$ cat config.mk
export PLATFORM = sky130hd
export DESIGN_NAME = rv_bus_arbiter
export DESIGN_NICKNAME = d
export VERILOG_FILES = /design/src/rtl/rv_bus_arbiter.sv
export SDC_FILE = /design/constraint.sdc
export NUM_CORES = 1
export LEC_CHECK = 0
export BUFFER_PORTS_ARGS = -buffer_cell sky130_fd_sc_hd__buf_4
export CORE_UTILIZATION = 35
export DETAILED_ROUTE_END_ITERATION = 16
export HOLD_SLACK_MARGIN = 0.08
export PLACE_DENSITY_LB_ADDON = 0.05
export SETUP_SLACK_MARGIN = 0.05
export SLEW_MARGIN = 15
export SYNTH_ARGS = -nofsm -noshare
export SYNTH_HDL_FRONTEND = slang
export SYNTH_SLANG_ARGS = --single-unit
$ cat constraint.sdc
create_clock -name clk -period 2.7 [get_ports clk]
set_input_delay 0 -clock clk [delete_from_list [all_inputs] [get_ports clk]]
set_output_delay 0 -clock clk [all_outputs]
set_load 0.05 [all_outputs]
$ cat src/rtl/rv_bus_arbiter.sv
// -----------------------------------------------------------------------------
// rv_bus_arbiter
//
// Shares one single-port RAM (1-cycle read latency) and one peripheral window
// between the instruction-fetch port and the data (load/store) port of a small
// RISC-V core. Only one RAM or peripheral access is in flight at a time;
// contention between fetch and data is resolved by strict alternation.
//
// Handshake: every request is a one-cycle enable pulse. Its address and data
// are captured into a pending register in that cycle; the matching response
// is a one-cycle valid pulse (instr_valid for fetches, data_valid for loads
// and stores). A second request of a type that is still pending is dropped.
// halt tells the core that at least one of its requests is still outstanding.
//
// Optional feature (macro ARB_PERIPH_TIMEOUT_EN): a peripheral access that has
// not been acknowledged within 255 cycles is terminated with data_valid and
// load data 32'hDEAD_BEEF. Without the macro the arbiter waits forever.
//
// Ports
//   clk, rst_n         clock, synchronous active-low reset
//   instr_rd_en, pc    fetch request pulse and byte address
//   instr, instr_valid fetched word (held between pulses) and response pulse
//   mem_data_rd_en     load request pulse
//   mem_data_wr_en     store request pulse
//   mem_addr           data byte address
//   mem_write_data     store data
//   mem_wr_strb        store byte lanes
//   mem_read_data      load data (held between pulses)
//   data_valid         load/store completion pulse
//   halt               core stall while a request is outstanding
//   ram_*              single-port RAM interface (word addressed)
//   periph_*           peripheral request/acknowledge interface
//   dbg_state          current arbiter state, for observation only
// -----------------------------------------------------------------------------
module rv_bus_arbiter #(
  parameter int          ADDR_W      = 12,
  parameter logic [11:0] PERIPH_BASE = 12'h005
) (
  input  logic              clk,
  input  logic              rst_n,
  // fetch port
  input  logic              instr_rd_en,
  input  logic [31:0]       pc,
  output logic [31:0]       instr,
  output logic              instr_valid,
  // data port
  input  logic              mem_data_rd_en,
  input  logic              mem_data_wr_en,
  input  logic [31:0]       mem_addr,
  input  logic [31:0]       mem_write_data,
  input  logic [3:0]        mem_wr_strb,
  output logic [31:0]       mem_read_data,
  output logic              data_valid,
  output logic              halt,
  // RAM
  output logic              ram_en,
  output logic [3:0]        ram_we,
  output logic [ADDR_W-1:0] ram_addr,
  output logic [31:0]       ram_wdata,
  input  logic [31:0]       ram_rdata,
  // peripheral
  output logic              periph_req,
  output logic              periph_we,
  output logic [19:0]       periph_addr,
  output logic [31:0]       periph_wdata,
  output logic [3:0]        periph_strb,
  input  logic              periph_ack,
  input  logic [31:0]       periph_rdata,
  // observation
  output logic [2:0]        dbg_state
);

  typedef enum logic [2:0] {
    S_IDLE   = 3'd0,
    S_FETCH  = 3'd1,
    S_DREAD  = 3'd2,
    S_DWRITE = 3'd3,
    S_PERIPH = 3'd4,
    S_RESP   = 3'd5
  } state_t;

  state_t      state;

  // pending request registers
  logic        fetch_pend;
  logic [31:0] fetch_addr;
  logic        data_pend;
  logic        data_wr;
  logic [31:0] data_addr;
  logic [31:0] data_wdata;
  logic [3:0]  data_strb;

  logic        last_grant_data;  // 1: the most recent grant went to the data port
  logic        resp_fetch;       // which port the RESP state answers
  logic [31:0] instr_q;
  logic [31:0] rdata_q;

  // Effective request view for the IDLE grant: a pending request, or a
  // request arriving this very cycle (granted without waiting to be latched).
  logic        f_any;
  logic [31:0] f_addr;
  logic        d_req_in;
  logic        d_any;
  logic [31:0] d_addr;
  logic        d_wr;
  logic [31:0] d_wdata;
  logic [3:0]  d_strb;
  logic        d_periph;
  logic        grant_data;

  logic        timeout;
  logic        periph_done;
  logic [31:0] periph_load;
  logic        unused_bits;

  assign f_any    = fetch_pend | instr_rd_en;
  assign f_addr   = fetch_pend ? fetch_addr : pc;
  assign d_req_in = mem_data_rd_en | mem_data_wr_en;
  assign d_any    = data_pend | d_req_in;
  assign d_addr   = data_pend ? data_addr  : mem_addr;
  assign d_wr     = data_pend ? data_wr    : mem_data_wr_en;
  assign d_wdata  = data_pend ? data_wdata : mem_write_data;
  assign d_strb   = data_pend ? data_strb  : mem_wr_strb;
  assign d_periph = (d_addr[31:20] == PERIPH_BASE);

  // Data wins ties unless it was served last; a lone request is served at once.
  assign grant_data = d_any && !(f_any && last_grant_data);

  // Fetch byte-offset bits and bits above the RAM window carry no meaning.
  assign unused_bits = ^{f_addr[31:ADDR_W+2], f_addr[1:0]};

`ifdef ARB_PERIPH_TIMEOUT_EN
  logic [7:0] to_cnt;
  // The counter equals the number of PERIPH cycles already spent without an
  // acknowledge; after 255 of them the current cycle ends the access.
  assign timeout = (state == S_PERIPH) && (to_cnt == 8'hFF);
`else
  assign timeout = 1'b0;
`endif

  assign periph_done = (state == S_PERIPH) && (periph_ack || timeout);
  assign periph_load = (timeout && !periph_ack) ? 32'hDEAD_BEEF : periph_rdata;

  // Response pulses are decoded from the state so they land in the same cycle
  // as the RAM read data / peripheral acknowledge they report.
  assign instr_valid = (state == S_RESP) && resp_fetch;
  assign data_valid  = ((state == S_RESP) && !resp_fetch) ||
                       (state == S_DWRITE) || periph_done;

  // Read data is forwarded in its valid cycle and held in a register afterwards.
  assign instr = instr_valid ? ram_rdata : instr_q;

  always_comb begin
    mem_read_data = rdata_q;
    if ((state == S_RESP) && !resp_fetch)
      mem_read_data = ram_rdata;
    else if (periph_done && !periph_we)
      mem_read_data = periph_load;
  end

  assign halt      = (fetch_pend && !instr_valid) || (data_pend && !data_valid);
  assign dbg_state = state;

  always_ff @(posedge clk) begin
    if (!rst_n) begin
      state           <= S_IDLE;
      fetch_pend      <= 1'b0;
      fetch_addr      <= 32'h0;
      data_pend       <= 1'b0;
      data_wr         <= 1'b0;
      data_addr       <= 32'h0;
      data_wdata      <= 32'h0;
      data_strb       <= 4'h0;
      last_grant_data <= 1'b0;
      resp_fetch      <= 1'b0;
      instr_q         <= 32'h0;
      rdata_q         <= 32'h0;
      ram_en          <= 1'b0;
      ram_we          <= 4'h0;
      ram_addr        <= '0;
      ram_wdata       <= 32'h0;
      periph_req      <= 1'b0;
      periph_we       <= 1'b0;
      periph_addr     <= 20'h0;
      periph_wdata    <= 32'h0;
      periph_strb     <= 4'h0;
`ifdef ARB_PERIPH_TIMEOUT_EN
      to_cnt          <= 8'h0;
`endif
    end else begin
      // pending registers: cleared by their own response pulse, set by a
      // request pulse only when nothing of that type is outstanding
      if (instr_valid) begin
        fetch_pend <= 1'b0;
      end else if (instr_rd_en && !fetch_pend) begin
        fetch_pend <= 1'b1;
        fetch_addr <= pc;
      end

      if (data_valid) begin
        data_pend <= 1'b0;
      end else if (d_req_in && !data_pend) begin
        data_pend  <= 1'b1;
        data_wr    <= mem_data_wr_en;
        data_addr  <= mem_addr;
        data_wdata <= mem_write_data;
        data_strb  <= mem_wr_strb;
      end

      case (state)
        S_IDLE: begin
          if (grant_data) begin
            last_grant_data <= 1'b1;
            resp_fetch      <= 1'b0;
            if (d_periph) begin
              state        <= S_PERIPH;
              periph_req   <= 1'b1;
              periph_we    <= d_wr;
              periph_addr  <= d_addr[19:0];
              periph_wdata <= d_wdata;
              periph_strb  <= d_strb;
`ifdef ARB_PERIPH_TIMEOUT_EN
              to_cnt       <= 8'h0;
`endif
            end else if (d_wr) begin
              state     <= S_DWRITE;
              ram_en    <= 1'b1;
              ram_we    <= d_strb;
              ram_addr  <= d_addr[ADDR_W+1:2];
              ram_wdata <= d_wdata;
            end else begin
              state    <= S_DREAD;
              ram_en   <= 1'b1;
              ram_we   <= 4'h0;
              ram_addr <= d_addr[ADDR_W+1:2];
            end
          end else if (f_any) begin
            last_grant_data <= 1'b0;
            resp_fetch      <= 1'b1;
            state           <= S_FETCH;
            ram_en          <= 1'b1;
            ram_we          <= 4'h0;
            ram_addr        <= f_addr[ADDR_W+1:2];
          end
        end

        S_FETCH, S_DREAD: begin
          // the RAM samples the address this cycle and answers in RESP
          ram_en <= 1'b0;
          state  <= S_RESP;
        end

        S_RESP: begin
          if (resp_fetch) instr_q <= ram_rdata;
          else            rdata_q <= ram_rdata;
          state <= S_IDLE;
        end

        S_DWRITE: begin
          ram_en <= 1'b0;
          ram_we <= 4'h0;
          state  <= S_IDLE;
        end

        S_PERIPH: begin
          if (periph_done) begin
            periph_req <= 1'b0;
            if (!periph_we) rdata_q <= periph_load;
            state <= S_IDLE;
          end
`ifdef ARB_PERIPH_TIMEOUT_EN
          else begin
            to_cnt <= to_cnt + 8'd1;
          end
`endif
        end

        default: state <= S_IDLE;
      endcase
    end
  end

endmodule

==> impl_metrics.py <==
metrics = {
    "clock_tree": {
        "post_cts_buffers": 0,
        "clock_latency_ns": 0.54,
        "cts_max_path_buffers": 3,
        "clkTransAtPathRegs_ns": 0.06,
        "cts_tree": "done",
        "cts_buffers": 31,
        "clkSinkCount": 259,
        "htree_levels": 1,
        "cts_root_buf": "clkbuf_16",
    },
    "placed_design": {
        "hpwlAfterDp_um": 22000,
        "post-place-cells": 1801,
        "pre_cts_ws_ns": 0.301,
        "gp_congestion": 0.753,
        "portBuffers": 326,
    },
    "drt": {
        "drt_iter0_drc": 352,
        "ant_nets": 0,
        "wire_per_inst_um": 16.8,
        "drc": 0,
        "vias": 9781,
        "first_pass_iters": 4,
        "routed_via_density": 4.84,
        "routed_wl_um": 33800,
    },
    "global_route": {
        "grtUsageTotal": 0.208,
        "grt_start_max_net_pins": 97,
        "grt_pass1_vias": 9600,
        "antenna_found_initial": 1,
        "gr-total-overflow": 0,
        "grt_pass1_wl_um": 52300,
    },
    "sta": {
        "setup_viol_count_final": 0,
        "hold_viol": 0,
        "worst_slack_ns": 0.241,
        "timing.final.crit_period_ns": 2.46,
        "tightest_slew_ns": 0.756,
        "slew_headroom": 0.496,
        "fin_tns_setup_ns": 0,
        "drv_slew": 0,
        "max_freq_mhz": 407,
        "rsz0062_at_grt": "no",
        "period_share": 0.911,
        "clock_skew_ns": 0.0103,
    },
    "synth": {
        "synth_flop_cell": "dfxtp_1",
        "postSynthAreaPerCell_um2": 9.33,
        "yosys_warnings": 0,
        "synthCells": 1157,
        "synth-edff-count": 0,
        "synth.distinct_cells": 39,
        "yosys_register_bits": 259,
        "synthesis.nets": 1327,
        "synth_area_mm2": 0.0108,
        "yosysSeqAreaShare": 0.480,
        "async_flop_share": 0,
    },
    "pwr": {
        "power_switching_uw": 6100,
        "irDropWorstVdd_v": 0.000556,
        "leakage_uw": 0.00711,
        "p_seq_frac": 0.311,
        "netSwitchingFraction": 0.399,
        "p_per_area_mw_per_mm2": 934,
        "p_int_uw": 9180,
        "clock_power_share": 0.266,
        "combPwrFrac": 0.423,
    },
    "floorplanning": {
        "num_rows": 63,
        "die_area_mm2": 0.0315,
        "die_x_um": 178,
        "num_io_pins": 347,
        "die_h_um": 178,
        "fp.coreArea_mm2": 0.0300,
        "initial_core_util": 0.360,
    },
    "cells_and_area": {
        "stdcell_count": 2020,
        "drive_gt1_frac": 0.313,
        "fin_util": 0.546,
        "layout_common_cells": "buf_4, dfxtp_1, nand2_1, dlygate4sd3_1, mux2i_1",
        "final_common_cell": "buf_4",
        "area_growth_pct": 51.6,
        "nFillCells": 2790,
        "nets": 1776,
        "seqCellArea_mm2": 0.00519,
        "multi_input_area_mm2": 0.00529,
    },
    "setup_path": {
        "critPathMostFrequentCell": "buf_4",
        "cp_max_fo": 32,
        "worst-endpoint-arrival_ns": 2.46,
        "endpoint_kind": "primary output",
        "worstSetupStartpointType": "flip-flop",
        "cp_top_family": "buffers and inverters",
        "slowest_stage": "dfxtp_1",
        "critPathRequiredTime_ns": 2.70,
        "max_stage_delay_ns": 0.46,
        "critPathKind": "reg2out",
        "path_cells": "nor2b_1 -> buf_4 -> nand3_2 -> buf_4 -> mux2_2 -> buf_4",
        "path_buf_inv": 3,
    },
    "min_path": {
        "hold_path_class": "in2reg",
    },
    "run_status": {
        "status": "finished, final reports clean",
    },
    "job": {
        "maxCapViolCount": 0,
    },
}
[cells in the mapped netlist (3+ instances only)]
| cell | number | share of area |
|---|---|---|
| nand2_1 | 171 | 0.059 |
| inv_1 | 4 | 0.0014 |
| nand2b_1 | 3 | 0.0017 |
| clkbuf_1 | 70 | 0.024 |
| nand3_1 | 5 | 0.0023 |
| nor3_1 | 4 | 0.0019 |
| nor2b_1 | 3 | 0.0017 |
| mux2_2 | 34 | 0.035 |
| and2_1 | 35 | 0.020 |
| buf_6 | 7 | 0.0073 |
| dfxtp_1 | 259 | 0.48 |
| a211oi_2 | 31 | 0.036 |
| o21ai_0 | 4 | 0.0019 |
| buf_2 | 18 | 0.0083 |
| nor2_1 | 110 | 0.038 |
| and3_1 | 3 | 0.0017 |
| mux2i_1 | 140 | 0.13 |
| a211oi_1 | 90 | 0.063 |
| buf_4 | 3 | 0.0021 |
| a21oi_1 | 137 | 0.064 |
[worst min-delay path, cell delays in order]
cell,delay [ns]
dlygate4sd3_1,0.52
buf_4,0.10
nand2_1,0.04
a21oi_1,0.10
[timing repair]
action                                  CTS  global route
endpoints found under the setup margin   19            15
gates resized for setup                   1             2
cloned                                    0             0
hold endpoints to repair                257             0
hold buffers                            162             0
[layer usage]
layer / track usage / wire length [um]
met4: 0.0459 / 665
met2: 0.346 / 15300
met1: 0.269 / 15500
met3: 0.0523 / 2410
met5: 0 / 0
[metrics by stage]
| stage | power, uW | hold slack [ns] | area [um^2] |
|---|---|---|---|
| after global placement | 11100 | 0.244 | 13700 |
| after CTS | 15500 | 0.236 | 16400 |
| after global routing | 16100 | 0.261 | 16400 |
| after detailed placement | 11100 | 0.250 | 13700 |
| final | 15300 | 0.264 | 16400 |
| after floorplan | 9160 | 0.136 | 10900 |
[state kept, by name, indices dropped and copies added, names as in the netlist, 3 cells and up]
name and cells:
data_addr 32, data_wdata 32, instr_q 32, periph_wdata 32
ram_wdata 32, rdata_q 32, periph_addr 20, fetch_addr 12
ram_addr 12, data_strb 4, periph_strb 4, ram_we 4
dbg_state 3
[layout make-up]
cell class                      count  area share
Tap cell                          390      0.0298
Antenna cell                        2    0.000306
Clock buffer                       47      0.0554
Sequential cell                   259       0.317
Multi-Input combinational cell    794       0.323
Inverter                            4     0.00122
Clock inverter                      8     0.00551
Timing Repair Buffer              516       0.268
[cell families after synthesis]
group           after synthesis  share of synthesized area
simple gates                351                      0.140
xor+xnor                      1                   0.000812
mux                         174                      0.165
buf+inv                     104                     0.0442
flops                       259                      0.480
compound gates              268                      0.169
[power by group through the flow]
stage          registers, uW  logic (uW)  clock network [uW]
2_1_floorplan           5620        3540                   0
3_3_place_gp            4820        6250                   0
4_1_cts                 4750        6520                4190
5_1_grt                 4830        6910                4340
3_5_place_dp            4830        6270                   0
6_report                4750        6470                4060
[worst paths after layout]
kind	from	endpoint	slack [ns]	cells after the start
worst min-delay path	mem_write_data[29]	data_wdata[29]	0.26	4
worst max-delay path	dbg_state[1]	instr[28]	0.24	6
worst max register to register	dbg_state[0]	data_strb[3]	0.28	7
worst min register to register	data_addr[28]	data_addr[28]	0.45	2
(Power assumes the default switching activity.)
